===== src/rtl/cycle_span_pkg.sv =====
// Shared definitions for the cycle-span capture block: FSM encoding,
// default sizing and the modular span helper.
package cycle_span_pkg;

   typedef enum logic {
      IDLE = 1'b0,
      RUN  = 1'b1
   } state_t;

   localparam int DEFAULT_WIDTH = 32;
   localparam int DEFAULT_DEPTH = 8;

   // Widest counter the span helper supports; callers truncate the result
   // to their own width, which keeps the subtraction modulo 2^WIDTH.
   localparam int SPAN_W = 64;

   // Elapsed cycles between two counter samples, wrapping modulo 2^SPAN_W.
   function automatic logic [SPAN_W-1:0] span(input logic [SPAN_W-1:0] cnt,
                                              input logic [SPAN_W-1:0] t0);
      return cnt - t0;
   endfunction

endpackage


===== src/rtl/cycle_span_capture_span_fifo.sv =====
// Single-clock measurement FIFO with a registered head entry so the
// consumer sees data straight from flops. Full/empty come from the level
// counter; read/write pointers wrap naturally modulo DEPTH.
module span_fifo
   import cycle_span_pkg::*;
#(
   parameter int WIDTH = DEFAULT_WIDTH,
   parameter int DEPTH = DEFAULT_DEPTH,
   parameter int AW    = $clog2(DEPTH)
) (
   input  logic             clk,
   input  logic             rst,
   input  logic             push,
   input  logic [WIDTH-1:0] push_data,
   output logic             push_accept,
   input  logic             pop_ready,
   output logic             head_valid,
   output logic [WIDTH-1:0] head_data,
   output logic [AW:0]      level
);

   localparam logic [AW:0]   LVL_ONE  = (AW+1)'(1);
   localparam logic [AW:0]   LVL_FULL = (AW+1)'(DEPTH);
   localparam logic [AW-1:0] PTR_ONE  = AW'(1);

   logic [WIDTH-1:0] mem_q [DEPTH];
   logic [AW-1:0]    wr_ptr_q, wr_ptr_d;
   logic [AW-1:0]    rd_ptr_q, rd_ptr_d;
   logic [AW-1:0]    rd_next;
   logic [AW:0]      level_q, level_d;
   logic [WIDTH-1:0] head_q, head_d;
   logic             empty;
   logic             full;
   logic             pop;

   assign empty       = (level_q == '0);
   assign full        = (level_q == LVL_FULL);
   assign pop         = !empty && pop_ready;
   assign push_accept = push && (!full || pop);
   assign rd_next     = rd_ptr_q + PTR_ONE;

   assign head_valid  = !empty;
   assign head_data   = head_q;
   assign level       = level_q;

   // Next pointers, occupancy and head entry from this cycle's push/pop.
   always_comb begin
      wr_ptr_d = wr_ptr_q;
      rd_ptr_d = rd_ptr_q;
      level_d  = level_q;
      head_d   = head_q;

      if (push_accept) begin
         wr_ptr_d = wr_ptr_q + PTR_ONE;
      end
      if (pop) begin
         rd_ptr_d = rd_next;
      end

      case ({push_accept, pop})
         2'b10:   level_d = level_q + LVL_ONE;
         2'b01:   level_d = level_q - LVL_ONE;
         default: level_d = level_q;
      endcase

      // The entry behind the head is either already stored, or is the one
      // being written right now when only a single entry was queued.
      if (pop) begin
         if (level_q > LVL_ONE) begin
            head_d = mem_q[rd_next];
         end else if (push_accept) begin
            head_d = push_data;
         end
      end else if (empty && push_accept) begin
         head_d = push_data;
      end
   end

   // Storage array; contents are meaningless until counted in by level.
   always_ff @(posedge clk) begin
      if (push_accept) begin
         mem_q[wr_ptr_q] <= push_data;
      end
   end

   // Pointer, occupancy and head registers.
   always_ff @(posedge clk or posedge rst) begin
      if (rst) begin
         wr_ptr_q <= '0;
         rd_ptr_q <= '0;
         level_q  <= '0;
         head_q   <= '0;
      end else begin
         wr_ptr_q <= wr_ptr_d;
         rd_ptr_q <= rd_ptr_d;
         level_q  <= level_d;
         head_q   <= head_d;
      end
   end

endmodule


===== src/rtl/cycle_span_capture.sv =====
// Turns start/stop pulses into elapsed-cycle measurements taken from the
// free-running counter and queues them for the host. A start+stop pair
// while running acts as a lap: the span is recorded and timing restarts.
module cycle_span_capture
   import cycle_span_pkg::*;
#(
   parameter int WIDTH = DEFAULT_WIDTH,
   parameter int DEPTH = DEFAULT_DEPTH,
   parameter int AW    = $clog2(DEPTH)
) (
   input  logic             clk,
   input  logic             rst,
   input  logic [WIDTH-1:0] cnt_in,
   input  logic             start,
   input  logic             stop,
   output logic             m_valid,
   input  logic             m_ready,
   output logic [WIDTH-1:0] m_data,
   output logic             busy,
   output logic [AW:0]      level,
   output logic             overflow,
   input  logic             clr_ovf
);

   state_t           state_q, state_d;
   logic [WIDTH-1:0] t0_q, t0_d;
   logic             busy_q, busy_d;
   logic             ovf_q, ovf_d;
   logic [WIDTH-1:0] elapsed;
   logic             push_req;
   logic             push_accept;

   // Truncating the wide modular difference gives the WIDTH-bit wrap result.
   assign elapsed  = WIDTH'(span(SPAN_W'(cnt_in), SPAN_W'(t0_q)));

   assign busy     = busy_q;
   assign overflow = ovf_q;

   // Measurement FSM: decide next state, new t0 and whether to record a span.
   always_comb begin
      state_d  = state_q;
      t0_d     = t0_q;
      push_req = 1'b0;

      case (state_q)
         IDLE: begin
            if (start) begin
               t0_d    = cnt_in;
               state_d = RUN;
            end
         end
         RUN: begin
            if (stop) begin
               push_req = 1'b1;
               if (start) begin
                  t0_d = cnt_in;
               end else begin
                  state_d = IDLE;
               end
            end
         end
         default: state_d = IDLE;
      endcase

      busy_d = (state_d == RUN);
   end

   // Sticky overflow: a dropped measurement beats a clear in the same cycle.
   always_comb begin
      ovf_d = ovf_q;
      if (push_req && !push_accept) begin
         ovf_d = 1'b1;
      end else if (clr_ovf) begin
         ovf_d = 1'b0;
      end
   end

   // FSM, start timestamp, busy and overflow registers.
   always_ff @(posedge clk or posedge rst) begin
      if (rst) begin
         state_q <= IDLE;
         t0_q    <= '0;
         busy_q  <= 1'b0;
         ovf_q   <= 1'b0;
      end else begin
         state_q <= state_d;
         t0_q    <= t0_d;
         busy_q  <= busy_d;
         ovf_q   <= ovf_d;
      end
   end

   span_fifo #(
      .WIDTH (WIDTH),
      .DEPTH (DEPTH),
      .AW    (AW)
   ) u_fifo (
      .clk         (clk),
      .rst         (rst),
      .push        (push_req),
      .push_data   (elapsed),
      .push_accept (push_accept),
      .pop_ready   (m_ready),
      .head_valid  (m_valid),
      .head_data   (m_data),
      .level       (level)
   );

endmodule


===== config.mk =====
export PLATFORM = sky130hd
export DESIGN_NAME = cycle_span_capture
export DESIGN_NICKNAME = d
export VERILOG_FILES = /design/src/rtl/cycle_span_pkg.sv /design/src/rtl/cycle_span_capture_span_fifo.sv /design/src/rtl/cycle_span_capture.sv
export SDC_FILE = /design/constraint.sdc
export NUM_CORES = 1
export LEC_CHECK = 0
export CORE_MARGIN = 2
export CORE_UTILIZATION = 45
export DETAILED_ROUTE_END_ITERATION = 12
export GPL_TIMING_DRIVEN = 0
export PLACE_DENSITY_LB_ADDON = 0.3
export SYNTH_ARGS = -nofsm -noshare
export SYNTH_HDL_FRONTEND = slang
export SYNTH_SLANG_ARGS = --single-unit

===== constraint.sdc =====
create_clock -name clk -period 10 [get_ports clk]
set_input_delay 1.5 -clock clk [delete_from_list [all_inputs] [get_ports clk]]
set_output_delay 1.5 -clock clk [all_outputs]
set_load 0.005 [all_outputs]

==> summary.txt <==
Critical path
  • CP required: roughly 10 ns
  • Capturing element type of the critical path: flip-flop
  • Worst R2R Setup Slack: between 6 and 7 ns
  • Setup crit start kind: primary input
  • Slowest-stage cell, CP: xor2_1
  • Series of cell instances along the critical path: clkdlybuf4s50_1, inv_1, ha_1, fa_1, and2b_1, o2111ai_1, a211oi_2, a311oi_1, nor2_1, xor2_1
  • Largest fanout on the critical path: 9
  • Delay of the slowest critical-path stage: 0.73 ns
  • Classification of the worst setup path: primary input to flip-flop
  • Critical Path AT: about 4.6 ns
  • Dominant delay contributor by cell family on the critical path: XOR/XNOR gates
  • Combined buffer and inverter count along the critical path: 2

Route
  • Routed vias/inst: 5.696
  • DRT antenna net count: 0
  • First drt pass iteration count: 4
  • Routed wire length: between 30 and 40 mm
  • Total DRC errors in the routed layout: 0
  • Per-cell routed wire length: around 22 um
  • Violation count after the first detailed-route iteration: about 800
  • Total number of vias: between 9000 and 10000

Timing
  • Relative slew slack: about a third
  • Number of setup violations in the final report: 0
  • Share of the cycle needed by the critical path after routing: between 40 and 50%
  • Slew at the pin closest to its max-slew limit: 1.013 ns
  • Final sum of negative setup slack: 0 ns
  • Maximum clock frequency: between 0.2 and 0.25 GHz
  • Total count of hold-check failures in the final report: 0
  • Unrepaired setup endpoints after global routing: false
  • Final critical path time including I/O delays and setup: around 4.4 ns
  • Setup Skew: approximately 0.021 ns
  • Total count of max-transition violations in the final report: 0

CTS
  • Clk Latency, worst-skew pair: about 0.52 ns
  • CTS hold repair buffers: 0
  • Clock sinks: approximately 330
  • Clock tree from TritonCTS: done
  • Total CTS buffers: 34
  • Clock Tree Root: clkbuf_16
  • Post-CTS setup buffers: 0
  • Clock H-tree levels: 2
  • CTS clk-pin slew, worst paths: ~0.060 ns
  • Number of cells upsized or downsized after cts: 0
  • CTS max path bufs: 3

Global routing
  • Busiest layer in global routing: met2
  • Global-route usage over all layers: a little over a fifth
  • GRT Residual Overflow: 0
  • Vias in the first global route: about 9000
  • Grt met3 use: around 3.1%
  • Antenna violations before repair: 0
  • GRT met2 Usage: 35.24%
  • Maximum number of pins on one net before global-route repair: 49
  • M1 GR Usage: ~29%
  • Global-route wire length before repair: approximately 54 mm

Floorplanning
  • Core area: approximately 33000 um2
  • Die outline area: around 35000 um2
  • Number of core rows: 66
  • Effective utilization at floorplan: between 40% and 50%
  • Die height: ~190 um
  • X dimension of the die: 185.8 um
  • Number of primary I/O pins: 77

Logic synthesis
  • Mapped Area: around 15000 um2
  • Yosys Warn Count: 0
  • Number of synthesized flops with an enable pin: 256
  • Post-Syn Nets: 1076
  • Most used flip-flop cell after synthesis: edfxtp_1
  • Average footprint of a synthesized cell: approximately 15 um2
  • Number of distinct library cells after synthesis: 63
  • Flop and latch count out of synthesis: 332
  • Fraction of the yosys area taken by sequential cells: 64.47%
  • Gate count of the mapped netlist: roughly 1000
  • Post-synth ARST share: roughly 23%

Cells and area
  • Commonest cells after routing, fill and taps aside: 256 x edfxtp_1, 94 x nand2_1, 76 x dfrtp_1, 76 x clkdlybuf4s50_1, 64 x mux4_2
  • Number of nets in the final layout: 1203
  • Most common cell after layout, fill and taps aside: edfxtp_1
  • Ant diodes: 0
  • Share of layout cells above drive strength 1: 16.81%
  • Synthesis-to-finish area growth: 19.03%
  • Final design instance area without fill: between 15000 and 20000 um2

Status
  • Run status: finished clean

Power
  • Power per cell area: 296.8 nW/um2
  • IR Drop Worst-Case VDD: 239.0 uV
  • Leakage: roughly 0.0064 uW

Place
  • Gpl congestion: 0.8666
  • Placed Area: 16510 um2
  • Port Buffers: 76
  • HPWL after DPL: around 24 mm

Run
  • Max Cap Viol: 0

Hold path
  • Worst min-delay path category: flip-flop to flip-flop
worst reg2reg max path, cell delays in order, from the launching register on:
cell and delay, ns:
dfrtp_1 0.39, inv_1 0.06, ha_1 0.27, nor2b_2 0.17, o2111ai_1 0.17, a2111oi_0 0.69, o31a_2 0.30, a21oi_1 0.11
xnor2_1 0.78
metal layers:
layer,vias up,share of wire [%]
met5,-,0
met4,0,1.7
met3,56,5.8
met2,305,49
met1,4639,43
li1,4091,-
synthesized netlist by cell type, drive strengths merged (13+ instances only):
| master | instances | share of area (%) |
|---|---|---|
| a21o | 26 | 1.3 |
| a21oi | 42 | 1.5 |
| a31oi | 22 | 0.93 |
| buf | 13 | 0.47 |
| clkbuf | 40 | 1.0 |
| dfrtp | 76 | 13 |
| edfxtp | 256 | 52 |
| ha | 36 | 3.0 |
| inv | 44 | 1.1 |
| mux2 | 33 | 2.5 |
| mux2i | 13 | 0.87 |
| mux4 | 64 | 9.7 |
| nand2 | 95 | 2.4 |
| nand3 | 24 | 0.81 |
| nor2 | 31 | 0.78 |
| o21ai | 28 | 0.94 |
| xnor2 | 23 | 1.4 |
| xor2 | 16 | 0.94 |
registers in the layout, summed over array words and instances (netlist names):
name	flops
u_fifo.rd_ptr_q	3
u_fifo.level	4
t0_q	32
overflow	1
u_fifo.head_data	32
u_fifo.mem_q	256
busy	1
u_fifo.wr_ptr_q	3
kinds of logic after synthesis:
logic type      synth area share [%]
compound gates                 7.697
xor+xnor                       2.296
mux                            13.06
simple gates                   6.721
fa+ha+maj                      3.163
flops                          64.47
buf+inv                        2.591
layout make-up:
cell class	instances	area, um2
Inverter	44	167.7
Sequential cell	332	9589
Clock inverter	22	284.0
Clock buffer	40	914.6
Multi-Input combinational cell	572	4955
Fill cell	2667	14830
Timing Repair Buffer	91	1021
Tap cell	442	553.0
Buffer	53	220.2
where the power goes:
| group | internal (uW) | total, uW | switching (uW) |
|---|---|---|---|
| combinational | 846 | 1940 | 1090 |
| sequential | 1860 | 1980 | 115 |
| clock | 815 | 1340 | 528 |
through the flow:
stage                     util (%)  std cells  hold WS (ns)  total power (uW)  worst slack [ns]
after global placement       49.75       1519        0.4672              3871             2.065
after detailed placement     50.73       1534        0.4872              3942             5.049
after floorplan                  -       1001        0.4538              3225             5.165
after global routing         54.41       1596        0.5143              5527             5.316
final                        54.41       1596        0.4897              5255             5.602
after CTS                    54.41       1596        0.5001              5290             5.585
worst paths after layout:
path                                          start                          endpoint  cells after the start
worst max-delay path                      cnt_in[0]     u_fifo.mem_q[0][22]$_DFFE_PP_                     10
worst min-delay path            t0_q[0]$_DFFE_PP0P_               t0_q[0]$_DFFE_PP0P_                      2
worst max register to register  t0_q[1]$_DFFE_PP0P_     u_fifo.mem_q[2][25]$_DFFE_PP_                      8
worst min register to register  t0_q[0]$_DFFE_PP0P_               t0_q[0]$_DFFE_PP0P_                      2
max in group asynchronous                       rst              t0_q[23]$_DFFE_PP0P_                      3
min in group asynchronous                       rst  u_fifo.head_data[15]$_DFFE_PP0P_                      2
Note: power is estimated with default switching activity, not from simulation.
